`src/rtl/can_crc_pkg.sv`:
```
// Shared types and CAN CRC constants for the serial CRC engine.
//   crc_state_e : engine mode (accumulate / serialise)
//   CAN_CRCxx_* : generator polynomials (without x^W) and initial values
package can_crc_pkg;

    typedef enum logic {
        ACC  = 1'b0,
        SEND = 1'b1
    } crc_state_e;

    localparam logic [14:0] CAN_CRC15_POLY = 15'h4599;
    localparam logic [16:0] CAN_CRC17_POLY = 17'h1685B;
    localparam logic [20:0] CAN_CRC21_POLY = 21'h102899;

    localparam logic [14:0] CAN_CRC15_INIT = 15'h0;
    localparam logic [16:0] CAN_CRC17_INIT = 17'h10000;
    localparam logic [20:0] CAN_CRC21_INIT = 21'h100000;

    localparam int unsigned CRC_W_MIN = 8;
    localparam int unsigned CRC_W_MAX = 32;

endpackage

```
`src/rtl/can_crc_unit_step.sv`:
```
// Combinational single-bit LFSR step of the CAN CRC.
//   crc        : current CRC register
//   data       : stream bit to absorb
//   next_crc_c : CRC after absorbing data
module can_crc_step #(
    parameter int unsigned          CRC_W = 15,
    parameter logic [CRC_W-1:0]     POLY  = CRC_W'(15'h4599)
) (
    input  logic [CRC_W-1:0] crc,
    input  logic             data,
    output logic [CRC_W-1:0] next_crc_c
);

    logic feedback_c;

    // Feedback is the stream bit XOR the bit shifted out of the MSB.
    always_comb begin
        feedback_c = data ^ crc[CRC_W-1];
        next_crc_c = {crc[CRC_W-2:0], 1'b0} ^ (feedback_c ? POLY : '0);
    end

endmodule

```
`src/rtl/can_crc_unit.sv`:
```
// Parametrised serial CRC engine for the CAN / CAN-FD bit stream.
// Accumulates destuffed bits, then optionally serialises the CRC MSB-first.
//   clk, reset        : clock, async active-high reset
//   clear             : synchronous reload to INIT, aborts serialisation
//   enable, data      : bit strobe and stream bit
//   send              : start serialising the current CRC (accumulate mode only)
//   crc, crc_zero     : CRC register and its zero-residue decode
//   tx_bit, tx_valid  : serialised CRC bit and its qualifier
//   tx_done           : pulse after the last CRC bit was consumed
module can_crc_unit
    import can_crc_pkg::*;
#(
    parameter int unsigned      CRC_W = 15,
    parameter logic [CRC_W-1:0] POLY  = CRC_W'(CAN_CRC15_POLY),
    parameter logic [CRC_W-1:0] INIT  = '0
) (
    input  logic             clk,
    input  logic             reset,
    input  logic             clear,
    input  logic             enable,
    input  logic             data,
    input  logic             send,
    output logic [CRC_W-1:0] crc,
    output logic             crc_zero,
    output logic             tx_bit,
    output logic             tx_valid,
    output logic             tx_done
);

    localparam int unsigned CNT_W = $clog2(CRC_W);

    crc_state_e       state_q, state_n;
    logic [CRC_W-1:0] crc_q, crc_n;
    logic [CNT_W-1:0] cnt_q, cnt_n;
    logic             tx_valid_q, tx_valid_n;
    logic             tx_done_q, tx_done_n;
    logic [CRC_W-1:0] step_crc_c;

    can_crc_step #(
        .CRC_W (CRC_W),
        .POLY  (POLY)
    ) u_step (
        .crc        (crc_q),
        .data       (data),
        .next_crc_c (step_crc_c)
    );

    // State register.
    always_ff @(posedge clk or posedge reset) begin
        if (reset) begin
            state_q    <= ACC;
            crc_q      <= INIT;
            cnt_q      <= '0;
            tx_valid_q <= 1'b0;
            tx_done_q  <= 1'b0;
        end else begin
            state_q    <= state_n;
            crc_q      <= crc_n;
            cnt_q      <= cnt_n;
            tx_valid_q <= tx_valid_n;
            tx_done_q  <= tx_done_n;
        end
    end

    // Next-state and output logic; clear dominates every other request.
    always_comb begin
        state_n    = state_q;
        crc_n      = crc_q;
        cnt_n      = cnt_q;
        tx_valid_n = tx_valid_q;
        tx_done_n  = 1'b0;

        if (clear) begin
            state_n    = ACC;
            crc_n      = INIT;
            cnt_n      = '0;
            tx_valid_n = 1'b0;
        end else begin
            unique case (state_q)
                ACC: begin
                    // A bit strobed together with send is absorbed before serialising.
                    if (enable) begin
                        crc_n = step_crc_c;
                    end
                    if (send) begin
                        state_n    = SEND;
                        cnt_n      = CNT_W'(CRC_W - 1);
                        tx_valid_n = 1'b1;
                    end
                end
                SEND: begin
                    if (enable) begin
                        if (cnt_q == '0) begin
                            state_n    = ACC;
                            crc_n      = INIT;
                            tx_valid_n = 1'b0;
                            tx_done_n  = 1'b1;
                        end else begin
                            crc_n = {crc_q[CRC_W-2:0], 1'b0};
                            cnt_n = cnt_q - CNT_W'(1);
                        end
                    end
                end
                default: begin
                    state_n = ACC;
                end
            endcase
        end
    end

    assign crc      = crc_q;
    assign crc_zero = (crc_q == '0);
    assign tx_bit   = tx_valid_q & crc_q[CRC_W-1];
    assign tx_valid = tx_valid_q;
    assign tx_done  = tx_done_q;

endmodule
```
`config.mk`:
```
export PLATFORM = sky130hd
export DESIGN_NAME = can_crc_unit
export DESIGN_NICKNAME = d
export VERILOG_FILES = /design/src/rtl/can_crc_pkg.sv /design/src/rtl/can_crc_unit_step.sv /design/src/rtl/can_crc_unit.sv
export SDC_FILE = /design/constraint.sdc
export NUM_CORES = 1
export LEC_CHECK = 0
export BUFFER_PORTS_ARGS = -buffer_cell sky130_fd_sc_hd__buf_4
export CORE_MARGIN = 10
export CORE_UTILIZATION = 32
export CTS_BUF_LIST = sky130_fd_sc_hd__clkbuf_4
export DETAILED_ROUTE_END_ITERATION = 12
export HOLD_SLACK_MARGIN = 0.03
export PLACE_DENSITY = 0.54
export SETUP_SLACK_MARGIN = 0.4
export SYNTH_ARGS = -nofsm -noshare
export SYNTH_HDL_FRONTEND = slang
export SYNTH_SLANG_ARGS = --single-unit
```
`constraint.sdc`:
```
create_clock -name clk -period 1.28 [get_ports clk]
set_input_delay 0.128 -clock clk [delete_from_list [all_inputs] [get_ports clk]]
set_output_delay 0.128 -clock clk [all_outputs]
set_load 0.005 [all_outputs]
```
==> flow_metrics.py, run 1 <==
metrics = {
    "synth": {
        "ys.flop_type": "dfrtp_1",
        "yosys.area.top_type": "dfrtp_1",
        "synth.cell_area_mm2": 0.00126,
        "ys_seq_area_share_pct": 43.7,
        "synth_edf_count": 0,
        "yosysUniqueCellTypes": 41,
        "synth_top_area_share_pct": 43.7,
        "syn-mean-instance-area_um2": 9.41,
        "synth_most_common_cell": "dfrtp_1",
        "yosysWarnings": 0,
        "ys_top_cells_by_area": "dfrtp_1 (44%), o2111ai_1 (4.9%), o311ai_1 (4.2%), nor2b_1 (4.0%), a21oi_1 (3.6%)",
        "synthCells": 134,
        "synthArstFlopShare_pct": 100,
        "synth_common_cells": "dfrtp_1 (22), nand2_1 (12), a21oi_1 (9)",
        "syn_nets": 141,
        "ys_ff_latch": 22,
    },
    "placed_design": {
        "io_buffer_count": 24,
        "dp_hpwl_um": 2550,
        "gp_congestion": 0.786,
        "dp_slack_ns": -0.153,
    },
    "global_route": {
        "antenna_found_initial": 0,
        "grt_pass1_wl_um": 6350,
        "grt_pass1_vias": 1242,
        "grt_start_max_net_pins": 29,
        "grt-ovfl-total": 0,
        "grt_usage_pct": 11.9,
    },
    "setup_path": {
        "crit_type": "reg2out",
        "start_kind": "register",
        "cp_slowest_cell": "dfrtp_2",
        "crit_arrival_ns": 1.38,
        "cp.required_ns": 1.15,
        "end_kind": "output pin",
        "max_stage_delay_ns": 0.45,
        "cp_max_fo": 2,
        "path_cells": "nor4_4 -> and4_1 -> buf_4",
    },
    "sta": {
        "holdWs_ns": 0.113,
        "period_share_pct": 118,
        "max_freq_mhz": 662,
        "final_hold_viol_count": 0,
        "min_period_ns": 1.51,
        "fin_skew_ns": 0.00550,
        "fin_ws_ns": -0.230,
        "setup_viol": 21,
        "drv_slew": 0,
        "slew_headroom_pct": 78.5,
        "grt_setup_unrepaired": "true",
        "worst_pin_slew_ns": 0.322,
    },
    "clocking": {
        "clock_latency_ns": 0.30,
        "clkTransAtPathRegs_ns": 0.13,
        "tritoncts": "built",
        "cts-root-buf": "clkbuf_4",
        "cts_made_buffers": 3,
        "clock_sink_count": 22,
        "htree_levels": 1,
        "cts_buffer_depth": 2,
    },
    "die": {
        "fp.coreArea_mm2": 0.00374,
        "core.rowCount": 22,
        "io_pins": 25,
        "dieArea_mm2": 0.00685,
        "start_util_pct": 33.7,
        "die_w_um": 82.8,
        "die_h_um": 82.8,
    },
    "layout": {
        "area_delta_synth_final_pct": 72.4,
        "drive_gt1_share_pct": 59.3,
        "n_fill_cell": 349,
        "final_util_pct": 58.1,
        "diodes": 0,
        "layout.nets": 191,
    },
    "pwr": {
        "peakVddDrop_v": 0.000356,
        "leakage_nw": 0.883,
        "power_density_mw_per_mm2": 864,
        "fin_total_pwr_mw": 1.88,
    },
    "outcome": {
        "status": "finished with violations",
        "violations": "setup timing",
    },
    "detailed_routing": {
        "vias": 1256,
        "drt_iter0_drc": 93,
        "first_pass_iters": 4,
        "wl_per_cell_um": 17.9,
        "vias_per_cell": 5.46,
        "ant_nets": 0,
        "drcViolationCount": 0,
        "routed_wl_um": 4130,
    },
    "worst_hold_path": {
        "hp-class": "in2reg",
    },
    "run": {
        "maxCapViolCount": 0,
    },
}
## cell usage in the layout (no fill, tap or decap), types with 2 or more instances in the layout
master / count
o2111ai_2: 6
nand3_4: 2
buf_6: 28
inv_2: 3
nor2b_1: 6
dfrtp_1: 18
nand3_2: 6
nand2_1: 12
o311ai_1: 5
nor4_2: 2
nor2_1: 5
buf_4: 23
inv_1: 2
nand2b_1: 3
a21oi_2: 9
or3_1: 7
clkbuf_4: 3
nand3b_1: 3
nor2b_4: 2
buf_12: 4
dfrtp_2: 4
## power breakdown
| group | internal [mW] | switching [mW] | total [mW] |
|---|---|---|---|
| logic | 0.423 | 0.330 | 0.753 |
| clock network | 0.110 | 0.211 | 0.320 |
| registers | 0.741 | 0.0649 | 0.806 |
| total | 1.27 | 0.606 | 1.88 |
## repair_timing
item | CTS | global route
gates resized for setup | 40 | 26
hold buffers | 1 | 0
pin swaps | 8 | 12
gates cloned | 1 | 0
endpoints found under the hold margin | 22 | 0
setup endpoints to repair | 41 | 41
buffers inserted | 8 | 5
## cell type report
cell class / count / area, um^2 / share of cell area, %
Multi-Input combinational cell: 95 / 915 / 42.1
Timing Repair Buffer: 57 / 603 / 27.7
Sequential cell: 22 / 556 / 25.5
Tap cell: 48 / 60.1 / 2.76
Clock buffer: 3 / 22.5 / 1.04
Inverter: 5 / 18.8 / 0.863
## final timing paths
| kind | cells past startpoint | end | slack (ns) | from |
|---|---|---|---|---|
| max | 3 | crc_zero | -0.23 | crc[5]$_DFFE_PP0P_ |
| min | 3 | state_q$_DFF_PP0_ | 0.11 | send |
| max reg2reg | 4 | cnt_q[0]$_DFFE_PP0P_ | -0.13 | cnt_q[1]$_DFFE_PP0P_ |
| min reg2reg | 2 | crc[12]$_DFFE_PP0P_ | 0.61 | crc[11]$_DFFE_PP0P_ |
| max in group asynchronous | 4 | crc[6]$_DFFE_PP0P_ | 0.61 | reset |
| min in group asynchronous | 4 | cnt_q[1]$_DFFE_PP0P_ | 0.42 | reset |
## state kept, by name, summed over array words and instances, names as in the netlist
signal / flops
crc: 15
state_q: 1
cnt_q: 4
tx_valid: 1
tx_done: 1
## worst max-delay path, delay by kind of cell, from the launching register on
family | cells | cell delay [ns]
DFF | 1 | 0.45
buffers and inverters | 1 | 0.11
and+or+nand+nor | 2 | 0.52
## cell families (layout without fill, tap and decap cells)
logic type | Yosys count | in the layout | share of synthesized area, %
flops | 22 | 22 | 43.7
buf+inv | 17 | 65 | 6.65
simple gates | 56 | 56 | 25.1
mux | 2 | 2 | 1.98
fa+ha+maj | 1 | 1 | 0.992
xor+xnor | 1 | 1 | 0.695
compound gates | 35 | 35 | 20.9
## metrics by stage
step	setup TNS (ns)	std cells	cell area (um^2)
2_1_floorplan	-0.0751	134	1420
3_3_place_gp	-0.593	212	1710
3_5_place_dp	-1.14	212	1710
4_1_cts	-1.50	225	2020
5_1_grt	-2.56	230	2170
6_report	-1.43	230	2170
## metal layers
metal / vias up / track usage, % / part of all wire, %
met3: 2 / 2.91 / 3.7
li1: 601 / - / -
met5: - / 0 / 0
met4: 0 / 2.51 / 0.41
met2: 22 / 18.2 / 48
met1: 631 / 16.4 / 47
Power figures use the tool's default switching activity.
==> run 2, diff against run 1 <==
Settings changed: CORE_UTILIZATION 32 to 40, PLACE_DENSITY 0.54 to 0.64.
==> flow_metrics.py, run 2 (synthesis results as in run 1) <==
metrics = {
    "clocking": {
        "clkTransAtPathRegs_ns": 0.14,
        "tritoncts": "built",
        "clock_latency_ns": 0.32,
        "htree_levels": 1,
        "cts_made_buffers": 3,
        "cts_buffer_depth": 2,
        "cts-root-buf": "clkbuf_4",
        "clock_sink_count": 22,
    },
    "pwr": {
        "seq_power_share_pct": 36.7,
        "fin_total_pwr_mw": 2.18,
        "internal-power_mw": 1.51,
        "swShare_pct": 30.6,
        "clockPowerShare_pct": 25.7,
        "leakage_nw": 0.938,
        "power_density_mw_per_mm2": 952,
        "combPwrFrac_pct": 37.6,
        "switchingPower_mw": 0.666,
        "peakVddDrop_v": 0.000731,
    },
    "setup_path": {
        "r2r_setup_slack_ns": -0.12,
        "timing.rr.start": "crc[14]$_DFFE_PP0P_",
        "start_kind": "register",
        "cp.required_ns": 1.15,
        "crit_type": "reg2out",
        "crit_arrival_ns": 1.43,
        "cp_max_fo": 2,
        "r2r_cells": 6,
        "r2r_end": "crc[8]$_DFFE_PP0P_",
        "end_kind": "output pin",
    },
    "die": {
        "io_pins": 25,
        "core.rowCount": 20,
        "fp.coreArea_mm2": 0.00303,
        "start_util_pct": 41.7,
        "dieArea_mm2": 0.00580,
        "die_w_um": 76.2,
        "die_h_um": 76.2,
    },
    "outcome": {
        "status": "finished with violations",
        "violations": "setup timing",
    },
    "layout": {
        "n_fill_cell": 192,
        "layout.nets": 201,
        "multi_input_area_um2": 933,
        "seqCellArea_um2": 554,
        "final_common_cell": "buf_6",
        "fin_cells": 237,
        "drive_gt1_share_pct": 62.2,
        "area_delta_synth_final_pct": 81.2,
        "most-common-layout-cells": "buf_6 (33), buf_4 (30), dfrtp_1 (19)",
        "largest_reg_flops": 15,
        "diodes": 0,
        "final_util_pct": 75.5,
    },
    "sta": {
        "worst_pin_slew_ns": 0.319,
        "fin_ws_ns": -0.274,
        "drv_slew": 0,
        "min_period_ns": 1.55,
        "setup_viol": 22,
        "grt_setup_unrepaired": "true",
        "slew_headroom_pct": 78.2,
        "max_freq_mhz": 644,
        "holdWs_ns": 0.0619,
        "period_share_pct": 121,
        "fin_skew_ns": 0.00852,
        "final_hold_viol_count": 0,
    },
    "worst_hold_path": {
        "min_to": "state_q$_DFF_PP0_",
        "hp-class": "in2reg",
        "min-delay-start": "enable",
        "hold_path_depth": 2,
    },
    "global_route": {
        "grt-ovfl-total": 0,
        "grt_pass1_vias": 1374,
        "grt_pass1_wl_um": 6980,
        "grt_usage_pct": 14.3,
        "grt_start_max_net_pins": 30,
        "antenna_found_initial": 0,
    },
    "detailed_routing": {
        "routed_wl_um": 4490,
        "wl_per_cell_um": 18.9,
        "first_pass_iters": 4,
        "vias": 1384,
        "ant_nets": 0,
        "drt_iter0_drc": 128,
        "vias_per_cell": 5.84,
        "drcViolationCount": 0,
    },
    "placed_design": {
        "io_buffer_count": 24,
        "dp.cells": 208,
        "gp_congestion": 0.797,
        "dp_hpwl_um": 2440,
    },
    "run": {
        "maxCapViolCount": 0,
    },
}
==> run 2: cell types whose count changed in the layout (fill, tap and decap cells not counted), sizes merged <==
cell / previous run / this run
buf: 55 / 65
bufinv: 0 / 1
==> run 2: timing repair <==
item / in CTS / in global routing
endpoints found under the hold margin: 22 / 0
setup endpoints to repair: 41 / 41
hold buffers: 1 / 0
resized for setup: 48 / 24
pin swaps: 11 / 11
buffers inserted: 15 / 8
cloned: 1 / 0
==> run 2: cell type report <==
cell class              count  share of cell area (%)
multi-input cells          95                    40.8
repair buffers             67                    29.4
flip-flops and latches     22                    24.2
well taps                  44                    2.41
clock inverters             1                    1.31
clock buffers               3                   0.985
inverters                   5                   0.821
==> run 2: critical path, stage by stage (launching register included) <==
cell and delay, ns:
dfrtp_1 0.42, nor4_2 0.33, and4_1 0.24, buf_4 0.11
==> run 2: power by group through the flow <==
stage	Combinational (mW)	Clock [mW]	Sequential (mW)
after floorplan	0.324	0	0.802
after global placement	0.508	0	0.798
after detailed placement	0.514	0	0.801
after CTS	0.691	0.565	0.790
after global routing	0.868	0.588	0.806
final	0.818	0.559	0.798
==> run 2: worst max path at each step <==
| stage | start | to | slack, ns | cells after the start |
|---|---|---|---|---|
| 3_3_place_gp | crc[14]$_DFFE_PP0P_ | crc[0]$_DFFE_PP0P_ | -0.08 | 3 |
| 2_1_floorplan | cnt_q[1]$_DFFE_PP0P_ | cnt_q[0]$_DFFE_PP0P_ | -0.05 | 4 |
| 3_5_place_dp | crc[14]$_DFFE_PP0P_ | crc[10]$_DFFE_PP0P_ | -0.14 | 3 |
| 4_1_cts | crc[3]$_DFFE_PP0P_ | crc_zero | -0.22 | 3 |
| 6_report | crc[4]$_DFFE_PP0P_ | crc_zero | -0.27 | 3 |
| 5_1_grt | crc[0]$_DFFE_PP0P_ | crc_zero | -0.37 | 3 |
==> run 2: metal layers <==
| metal | wire [um] | vias up | GRT usage (%) |
|---|---|---|---|
| met1 | 1920 | 689 | 17.8 |
| met3 | 302 | 4 | 3.66 |
| met4 | 29 | 0 | 4.09 |
| li1 | - | 626 | - |
| met2 | 2240 | 65 | 23.6 |
| met5 | 0 | - | 0 |
==> run 2: per-stage QoR <==
stage	worst slack [ns]	cell area, um^2	setup TNS, ns
floorplan	-0.0519	1420	-0.0751
CTS	-0.225	2100	-1.33
global route	-0.371	2290	-2.67
finish	-0.274	2290	-1.67
global placement	-0.0840	1700	-0.569
detailed placement	-0.144	1700	-1.07
==> run 3, diff against run 2 <==
Settings changed: CORE_ASPECT_RATIO from default to 0.75, CORE_UTILIZATION 40 to 30, PLACE_DENSITY 0.64 to 0.51, SKIP_LAST_GASP from default to 1.
==> flow_metrics.py, run 3 (synthesis results as in run 1) <==
metrics = {
    "sta": {
        "period_share_pct": 121,
        "worst_pin_slew_ns": 0.358,
        "fin_skew_ns": 0.00711,
        "fin_ws_ns": -0.267,
        "setup_viol": 23,
        "drv_slew": 0,
        "min_period_ns": 1.55,
        "slew_headroom_pct": 76.1,
        "grt_setup_unrepaired": "true",
        "final_hold_viol_count": 0,
        "max_freq_mhz": 647,
    },
    "setup_path": {
        "cp.required_ns": 1.15,
        "end_kind": "output pin",
        "cp_max_fo": 3,
        "crit_arrival_ns": 1.42,
        "crit_type": "reg2out",
        "start_kind": "register",
    },
    "die": {
        "dieArea_mm2": 0.00722,
        "die_w_um": 94.9,
        "die_h_um": 76.2,
        "start_util_pct": 31.1,
        "fp.coreArea_mm2": 0.00405,
        "io_pins": 25,
        "core.rowCount": 20,
    },
    "placed_design": {
        "dp_hpwl_um": 2640,
        "gp_congestion": 0.756,
        "dp.cells": 222,
        "io_buffer_count": 24,
    },
    "clocking": {
        "tritoncts": "built",
        "cts_buffer_depth": 2,
        "htree_levels": 1,
        "cts_made_buffers": 3,
        "clock_latency_ns": 0.32,
        "clkTransAtPathRegs_ns": 0.13,
        "clock_sink_count": 22,
        "cts-root-buf": "clkbuf_4",
    },
    "layout": {
        "diodes": 0,
        "final_common_cell": "buf_4",
        "layout.nets": 198,
        "multi_input_area_um2": 957,
        "seqCellArea_um2": 556,
        "fin_cells": 245,
        "most-common-layout-cells": "buf_4 (32), buf_6 (25), dfrtp_1 (18)",
        "n_fill_cell": 354,
        "largest_reg_flops": 15,
        "area_delta_synth_final_pct": 81.4,
        "drive_gt1_share_pct": 61.1,
    },
    "detailed_routing": {
        "drcViolationCount": 0,
        "routed_wl_um": 4290,
        "first_pass_iters": 4,
        "vias": 1322,
        "wl_per_cell_um": 17.5,
        "ant_nets": 0,
        "vias_per_cell": 5.40,
        "drt_iter0_drc": 105,
    },
    "global_route": {
        "grt-ovfl-total": 0,
        "grt_usage_pct": 11.3,
        "grt_pass1_vias": 1319,
        "antenna_found_initial": 0,
        "grt_start_max_net_pins": 31,
        "grt_pass1_wl_um": 6780,
    },
    "pwr": {
        "peakVddDrop_v": 0.000342,
        "leakage_nw": 0.923,
        "fin_total_pwr_mw": 1.96,
        "power_density_mw_per_mm2": 857,
    },
    "outcome": {
        "status": "finished with violations",
        "violations": "setup timing",
    },
    "worst_hold_path": {
        "hp-class": "in2reg",
    },
    "run": {
        "maxCapViolCount": 0,
    },
}
run 3: critical path, stage by stage (launching register included):
cell and delay [ns]:
dfrtp_2 0.46, nor4_4 0.30, and4_1 0.23, buf_4 0.11
run 3: final cells by class:
class	count	share of cell area, %
timing repair buffer	64	28.9
clock inverter	1	0.164
inverter	5	0.820
clock buffer	3	0.984
multi-input combinational	95	41.8
tap	55	3.01
sequential	22	24.3
run 3: report_power, final:
| part | internal (mW) | total (mW) | switching (mW) |
|---|---|---|---|
| combinational | 0.454 | 0.804 | 0.351 |
| sequential | 0.741 | 0.812 | 0.0707 |
| clock | 0.114 | 0.346 | 0.231 |
run 3: final timing paths:
kind,from,end,slack [ns],depth (start not counted)
worst max-delay path,crc[6]$_DFFE_PP0P_,crc_zero,-0.27,3
worst min-delay path,send,state_q$_DFF_PP0_,0.10,3
worst max register to register,cnt_q[0]$_DFFE_PP0P_,crc[14]$_DFFE_PP0P_,-0.15,7
worst min register to register,crc[11]$_DFFE_PP0P_,crc[12]$_DFFE_PP0P_,0.60,2
max in group asynchronous,reset,crc[12]$_DFFE_PP0P_,0.63,4
min in group asynchronous,reset,tx_done$_DFF_PP0_,0.39,4
run 3: routing by layer:
layer / part of all wire, % / track usage (%) / wire (um)
met5: 0 / 0 / 0
met2: 45 / 16.4 / 1920
met4: 0.30 / 1.34 / 13
met1: 49 / 16.2 / 2100
met3: 5.9 / 3.74 / 255
run 3: metrics by stage:
stage / worst slack, ns / hold WS, ns / instance area [um^2] / util [%] / setup TNS (ns)
finish: -0.267 / 0.100 / 2290 / 56.5 / -2.57
global route: -0.328 / 0.0915 / 2290 / 56.5 / -3.62
CTS: -0.269 / 0.0906 / 2060 / 50.8 / -2.34
detailed placement: -0.154 / 0.199 / 1740 / 42.8 / -1.14
global placement: -0.111 / 0.200 / 1740 / 42.8 / -0.642
floorplan: -0.0519 / 0.117 / 1420 / - / -0.0751
run 3: repair_timing:
| item | 4_1_cts | 5_1_grt |
|---|---|---|
| cloned | 1 | 1 |
| hold buffers | 1 | 0 |
| buffers inserted | 9 | 7 |
| gates resized for setup | 34 | 34 |
| endpoints found under the hold margin | 22 | 0 |
| setup endpoints to repair | 41 | 41 |
| pin swaps | 9 | 14 |
